--- src/rtl/modbus_frame_tx.sv ---
// 8N1 UART transmitter for 7-byte Modbus frames with a trailing inter-frame idle gap.
// Optional MODBUS_CRC_GEN_EN: bytes 5-6 are replaced by a CRC-16/MODBUS generated over bytes 0-4.
module modbus_frame_tx #(
    parameter int unsigned CLKS_PER_BIT = 5208,
    parameter int unsigned GAP_BITS     = 35
) (
    input  logic        CLK,
    input  logic        RSTn,
    input  logic        TX_Start_Sig,
    input  logic [55:0] TX_Data,
    output logic        TX_Busy_Sig,
    output logic        TX_Done_Sig,
    output logic        TX_Pin_Out
);

    localparam int unsigned BAUD_W = (CLKS_PER_BIT > 1) ? $clog2(CLKS_PER_BIT) : 1;
    localparam int unsigned GAP_W  = (GAP_BITS > 1) ? $clog2(GAP_BITS) : 1;
    localparam logic [BAUD_W-1:0] BAUD_LAST = BAUD_W'(CLKS_PER_BIT - 1);
    localparam logic [GAP_W-1:0]  GAP_LAST  = GAP_W'(GAP_BITS - 1);

    typedef enum logic [2:0] {
        S_IDLE,
        S_START,
        S_DATA,
        S_STOP,
        S_GAP,
        S_DONE
    } state_t;

    state_t              state_q, state_d;
    logic [BAUD_W-1:0]   baud_q, baud_d;
    logic [2:0]          bit_q, bit_d;
    logic [2:0]          byte_q, byte_d;
    logic [GAP_W-1:0]    gap_q, gap_d;
    logic [55:0]         hold_q, hold_d;
    logic [7:0]          shift_q, shift_d;
    logic                tx_q, tx_d;
    logic                busy_q, busy_d;
    logic                done_q, done_d;
    logic                baud_last;
    logic [7:0]          cur_byte;
`ifdef MODBUS_CRC_GEN_EN
    logic [15:0]         crc_q, crc_d;
`endif

    assign baud_last = (baud_q == BAUD_LAST);

    always_comb begin
        cur_byte = '0;
        case (byte_q)
            3'd0:    cur_byte = hold_q[7:0];
            3'd1:    cur_byte = hold_q[15:8];
            3'd2:    cur_byte = hold_q[23:16];
            3'd3:    cur_byte = hold_q[31:24];
            3'd4:    cur_byte = hold_q[39:32];
`ifdef MODBUS_CRC_GEN_EN
            3'd5:    cur_byte = crc_q[7:0];
            3'd6:    cur_byte = crc_q[15:8];
`else
            3'd5:    cur_byte = hold_q[47:40];
            3'd6:    cur_byte = hold_q[55:48];
`endif
            default: cur_byte = '0;
        endcase
    end

    // Outputs are registered from the current state, so every line level appears one
    // cycle after the state that produces it; bit periods stay exactly CLKS_PER_BIT.
    always_comb begin
        state_d = state_q;
        baud_d  = baud_q;
        bit_d   = bit_q;
        byte_d  = byte_q;
        gap_d   = gap_q;
        hold_d  = hold_q;
        shift_d = shift_q;
        tx_d    = 1'b1;
        busy_d  = 1'b0;
        done_d  = 1'b0;
`ifdef MODBUS_CRC_GEN_EN
        crc_d   = crc_q;
`endif
        case (state_q)
            S_IDLE: begin
                if (TX_Start_Sig) begin
                    hold_d  = TX_Data;
                    byte_d  = '0;
                    bit_d   = '0;
                    baud_d  = '0;
`ifdef MODBUS_CRC_GEN_EN
                    crc_d   = '1;
`endif
                    state_d = S_START;
                end
            end
            S_START: begin
                tx_d   = 1'b0;
                busy_d = 1'b1;
                if (baud_last) begin
                    baud_d  = '0;
                    bit_d   = '0;
                    shift_d = cur_byte;
                    state_d = S_DATA;
                end else begin
                    baud_d = baud_q + 1'b1;
                end
            end
            S_DATA: begin
                tx_d   = shift_q[0];
                busy_d = 1'b1;
                if (baud_last) begin
                    baud_d  = '0;
                    shift_d = {1'b0, shift_q[7:1]};
`ifdef MODBUS_CRC_GEN_EN
                    if (byte_q < 3'd5) begin
                        crc_d = {1'b0, crc_q[15:1]} ^ ((crc_q[0] ^ shift_q[0]) ? 16'hA001 : 16'h0000);
                    end
`endif
                    if (bit_q == 3'd7) begin
                        state_d = S_STOP;
                    end else begin
                        bit_d = bit_q + 1'b1;
                    end
                end else begin
                    baud_d = baud_q + 1'b1;
                end
            end
            S_STOP: begin
                busy_d = 1'b1;
                if (baud_last) begin
                    baud_d = '0;
                    if (byte_q < 3'd6) begin
                        byte_d  = byte_q + 1'b1;
                        state_d = S_START;
                    end else begin
                        gap_d   = '0;
                        state_d = S_GAP;
                    end
                end else begin
                    baud_d = baud_q + 1'b1;
                end
            end
            S_GAP: begin
                busy_d = 1'b1;
                if (baud_last) begin
                    baud_d = '0;
                    if (gap_q == GAP_LAST) begin
                        state_d = S_DONE;
                    end else begin
                        gap_d = gap_q + 1'b1;
                    end
                end else begin
                    baud_d = baud_q + 1'b1;
                end
            end
            S_DONE: begin
                done_d  = 1'b1;
                state_d = S_IDLE;
            end
            default: begin
                state_d = S_IDLE;
            end
        endcase
    end

    always_ff @(posedge CLK or negedge RSTn) begin
        if (!RSTn) begin
            state_q <= S_IDLE;
            baud_q  <= '0;
            bit_q   <= '0;
            byte_q  <= '0;
            gap_q   <= '0;
            hold_q  <= '0;
            shift_q <= '0;
            tx_q    <= 1'b1;
            busy_q  <= 1'b0;
            done_q  <= 1'b0;
`ifdef MODBUS_CRC_GEN_EN
            crc_q   <= '1;
`endif
        end else begin
            state_q <= state_d;
            baud_q  <= baud_d;
            bit_q   <= bit_d;
            byte_q  <= byte_d;
            gap_q   <= gap_d;
            hold_q  <= hold_d;
            shift_q <= shift_d;
            tx_q    <= tx_d;
            busy_q  <= busy_d;
            done_q  <= done_d;
`ifdef MODBUS_CRC_GEN_EN
            crc_q   <= crc_d;
`endif
        end
    end

    assign TX_Pin_Out  = tx_q;
    assign TX_Busy_Sig = busy_q;
    assign TX_Done_Sig = done_q;

endmodule

--- config.mk ---
export PLATFORM = sky130hd
export DESIGN_NAME = modbus_frame_tx
export DESIGN_NICKNAME = d
export VERILOG_FILES = /design/src/rtl/modbus_frame_tx.sv
export SDC_FILE = /design/constraint.sdc
export NUM_CORES = 1
export LEC_CHECK = 0
export CORE_MARGIN = 2
export CORE_UTILIZATION = 50
export CTS_CLUSTER_DIAMETER = 120
export DETAILED_ROUTE_END_ITERATION = 10
export PLACE_DENSITY = 0.76
export SETUP_SLACK_MARGIN = 0.2
export SLEW_MARGIN = 10
export SYNTH_ARGS = -nofsm -noshare
export SYNTH_HDL_FRONTEND = slang
export SYNTH_SLANG_ARGS = --single-unit
--- constraint.sdc ---
create_clock -name CLK -period 2 [get_ports CLK]
set_clock_uncertainty 0.1 [all_clocks]
set_input_delay 0.5 -clock CLK [delete_from_list [all_inputs] [get_ports CLK]]
set_output_delay 0.5 -clock CLK [all_outputs]
set_load 0.02 [all_outputs]
==> results.cfg <==
[status]
status = finished, final reports clean

[timing]
finalSetupViolations = 0
final.period_utilization = 0.965
tightest_slew_ns = 0.435
final_period_minus_worst_setup_slack_ns = 1.93
tns_ns = 0
timing_hold_violations_final = 0
slew_viol_final = 0
unrepaired_setup_endpoints_after_global_routing = yes
max_slew_margin = 0.710
fmaxAchievable_ghz = 0.518

[worst_hold_path]
timing.hold.worst_endpoint = hold_q[38]
number_of_cells_on_the_worst_hold_path = 2
min-delay-start = hold_q[38]
hold_path_class = flip-flop to flip-flop

[drt]
vias = 4374
ant_nets = 0
drt_iter0_drc = 375
avgViaCountPerCell = 5.63
first_pass_iters = 7
avgRoutedWirePerCell_um = 17.0
routed_wirelength_um = 13200
detail_route.drc_violations = 0

[setup_path]
reg2reg_from = byte_q[0]
regToRegSetupSlack_ns = 0.07
worstPathRequired_ns = 2.16
timing.critical_path.fanout_max = 6
critical_path.startpoint_type = flip-flop
worst_case_reg_to_reg_path_depth = 8
critical_path_class = flip-flop to flip-flop
worst_setup_path_end_kind = flip-flop
timing.critical_path.arrival_ns = 2.09
r2r-end = shift_q[2]

[logic_synthesis]
netlist_area_um2 = 4780
synth_sequential_area_ratio = 0.498
synthDominantAreaCellType = sky130_fd_sc_hd__dfrtp_1
synth.avg_cell_area_um2 = 9.00
edff_count_synth = 0
mappedNetlistNets = 600
yosys.cell_types.count = 57
synth_async_sr_flop_share = 1.00
ys.flop_type = sky130_fd_sc_hd__dfrtp_1
ys_warn_count = 0
synth_top_cells_by_area = sky130_fd_sc_hd__dfrtp_1 (49%), sky130_fd_sc_hd__nand2_1 (15%), sky130_fd_sc_hd__mux2i_1 (2.7%), sky130_fd_sc_hd__ha_1 (2.6%), sky130_fd_sc_hd__a21oi_1 (2.5%)
synth_top_area_share = 0.492
syn-instance-count = 531
synth_seq_cells = 95

[global_route]
antenna_found_initial = 0
grt_max_degree = 58
global_route.usage.met2 = 0.417
globalRoute.busiestLayer = met2
grt_pass1_wl_um = 20000
grtUsageMet3 = 0.0490
via_count_of_the_first_global_routing_pass = 4202
grt_overflow_total = 0
met1_usage = 0.322
grt_util_all_layers = 0.247

[cts]
clock_h_tree_levels = 3
worstSkewPairLatency_ns = 0.39
number_of_buffers_added_by_the_clock_tree_synthesis_step = 9
sinks_on_clock_net = 95
tritoncts = built
max-clock-path-buffers = 2
cts.reportedPaths.clkPinSlew_ns = 0.11
root_cell_of_the_clock_tree = sky130_fd_sc_hd__clkbuf_8

[floorplanning]
dieArea_um2 = 10400
die_x_um = 102
io-pin-count = 62
effective_utilization_at_floorplan = 0.517
placement_rows = 35
fp.dieH_um = 102
fp.coreArea_um2 = 9240

[power_and_ir_drop]
total_power_mw = 3.77
power_per_standard_cell_area_nw_per_um2 = 573
static-leakage-power_nw = 3.02
power.ir.vdd_worst_mv = 0.378

[final_layout]
final-seq-area_um2 = 2390
area.growth.synth_to_final_pct = 37.5
finalCoreUtilization = 0.712
proportion_of_layout_cells_with_a_drive_suffix_above_1 = 0.222
multi_input_comb_area_um2 = 2410
nNetsFinal = 712
nFillCells = 655
antennaDiodeCount = 0

[flow_run]
maxCapViolations = 0

[placed_design]
buffer_ports.inserted = 61
gpl.final_weighted_congestion = 0.824
hpwlAfterDp_um = 8030
[through the flow]
| step | setup WS, ns | hold WS (ns) | cells | cell area [um2] |
|---|---|---|---|---|
| 4_1_cts | 0.0945 | 0.390 | 766 | 6300 |
| 2_1_floorplan | 0.205 | 0.104 | 531 | 4810 |
| 3_5_place_dp | -0.202 | 0.366 | 736 | 5830 |
| 6_report | 0.0698 | 0.390 | 777 | 6580 |
| 5_1_grt | 0.0117 | 0.412 | 777 | 6580 |
| 3_3_place_gp | -0.162 | 0.359 | 736 | 5830 |
[critical path, stage by stage (launching register included)]
cell and delay, ns:
sky130_fd_sc_hd__dfrtp_1 0.44, sky130_fd_sc_hd__buf_6 0.14, sky130_fd_sc_hd__ha_4 0.18, sky130_fd_sc_hd__buf_6 0.14, sky130_fd_sc_hd__a222oi_1 0.26, sky130_fd_sc_hd__buf_4 0.19
sky130_fd_sc_hd__mux2i_1 0.10, sky130_fd_sc_hd__o21ai_1 0.16, sky130_fd_sc_hd__a21oi_1 0.08
[how the worst max path moves through the flow]
stage	from	endpoint	slack (ns)	cells past startpoint
2_1_floorplan	state_q[2]	gap_q[1]	0.20	5
3_3_place_gp	TX_Start_Sig	baud_q[12]	-0.16	6
3_5_place_dp	TX_Start_Sig	baud_q[12]	-0.20	6
4_1_cts	byte_q[0]	shift_q[2]	0.09	7
5_1_grt	byte_q[0]	shift_q[2]	0.01	8
6_report	byte_q[0]	shift_q[2]	0.07	8
[state kept, by name, summed over array words and instances (netlist names)]
signal / cells
TX_Pin_Out: 1
TX_Busy_Sig: 1
hold_q: 56
state_q: 3
shift_q: 8
baud_q: 13
byte_q: 3
TX_Done_Sig: 1
gap_q: 6
bit_q: 3
[where the power goes]
group	internal [mW]	leakage (nW)	switching, mW
sequential	1.98	1.19	0.0371
clock	0.733	0.118	0.792
combinational	0.136	1.71	0.0899
[Yosys cell counts, types with 3 or more instances]
cell type	n
sky130_fd_sc_hd__o211ai_1	4
sky130_fd_sc_hd__nand2b_1	3
sky130_fd_sc_hd__a31oi_1	15
sky130_fd_sc_hd__mux2i_1	13
sky130_fd_sc_hd__a211o_1	3
sky130_fd_sc_hd__a21oi_1	24
sky130_fd_sc_hd__or3b_1	3
sky130_fd_sc_hd__buf_2	15
sky130_fd_sc_hd__or4_1	5
sky130_fd_sc_hd__o31ai_1	3
sky130_fd_sc_hd__nor2_1	7
sky130_fd_sc_hd__and2_1	8
sky130_fd_sc_hd__or3_1	3
sky130_fd_sc_hd__nand3_1	10
sky130_fd_sc_hd__nand3b_1	4
sky130_fd_sc_hd__a222oi_1	10
sky130_fd_sc_hd__buf_6	3
sky130_fd_sc_hd__a22oi_1	3
sky130_fd_sc_hd__mux2_2	3
sky130_fd_sc_hd__inv_1	11
sky130_fd_sc_hd__a32o_1	3
sky130_fd_sc_hd__a211oi_1	5
sky130_fd_sc_hd__o21ai_0	24
sky130_fd_sc_hd__clkbuf_1	14
sky130_fd_sc_hd__nand4_1	3
sky130_fd_sc_hd__nand2_1	187
sky130_fd_sc_hd__nor3_1	3
sky130_fd_sc_hd__dfrtp_1	94
sky130_fd_sc_hd__ha_1	10
[routing by layer]
layer  wire (um)  vias up
met1        5350     2120
met2        6780      158
met5           0        -
li1            -     2064
met4         386        0
met3         675       32
[final cells by class]
class,count,area share
timing repair buffer,134,0.203
clock buffer,9,0.0188
clock inverter,7,0.0166
inverter,12,0.00723
sequential,95,0.363
multi-input combinational,391,0.367
tap,129,0.0245
[repair_timing]
action,4_1_cts,5_1_grt
cloned,1,2
endpoints found under the setup margin,69,31
buffers inserted,12,9
hold buffers,1,0
pin swaps,16,25
hold endpoints to repair,27,0
resized for setup,41,45
[cell usage in the layout, fill, tap and decap left out, types with 7 or more instances in the layout]
cell	Yosys	layout
sky130_fd_sc_hd__dfrtp_1	94	88
sky130_fd_sc_hd__nand3_1	10	10
sky130_fd_sc_hd__a31oi_1	15	15
sky130_fd_sc_hd__nor2_1	7	7
sky130_fd_sc_hd__and2_1	8	7
sky130_fd_sc_hd__mux2i_1	13	10
sky130_fd_sc_hd__buf_6	3	15
sky130_fd_sc_hd__clkbuf_8	0	9
sky130_fd_sc_hd__clkdlybuf4s50_1	0	57
sky130_fd_sc_hd__o21ai_1	1	9
sky130_fd_sc_hd__o21ai_0	24	11
sky130_fd_sc_hd__a21oi_1	24	22
sky130_fd_sc_hd__a222oi_1	10	10
sky130_fd_sc_hd__inv_1	11	9
sky130_fd_sc_hd__nand2_1	187	187
sky130_fd_sc_hd__buf_4	1	49
[kinds of logic after synthesis]
logic type,count (synthesis),share of synthesized area
and+or+nand+nor,257,0.247
DFF,95,0.498
buffers and inverters,45,0.0448
AOI/OAI and AO/OA,106,0.147
muxes,16,0.0343
xor gates and xnor gates,1,0.00183
adders and majority gates,11,0.0283
Note: power is estimated with default switching activity, not from simulation.
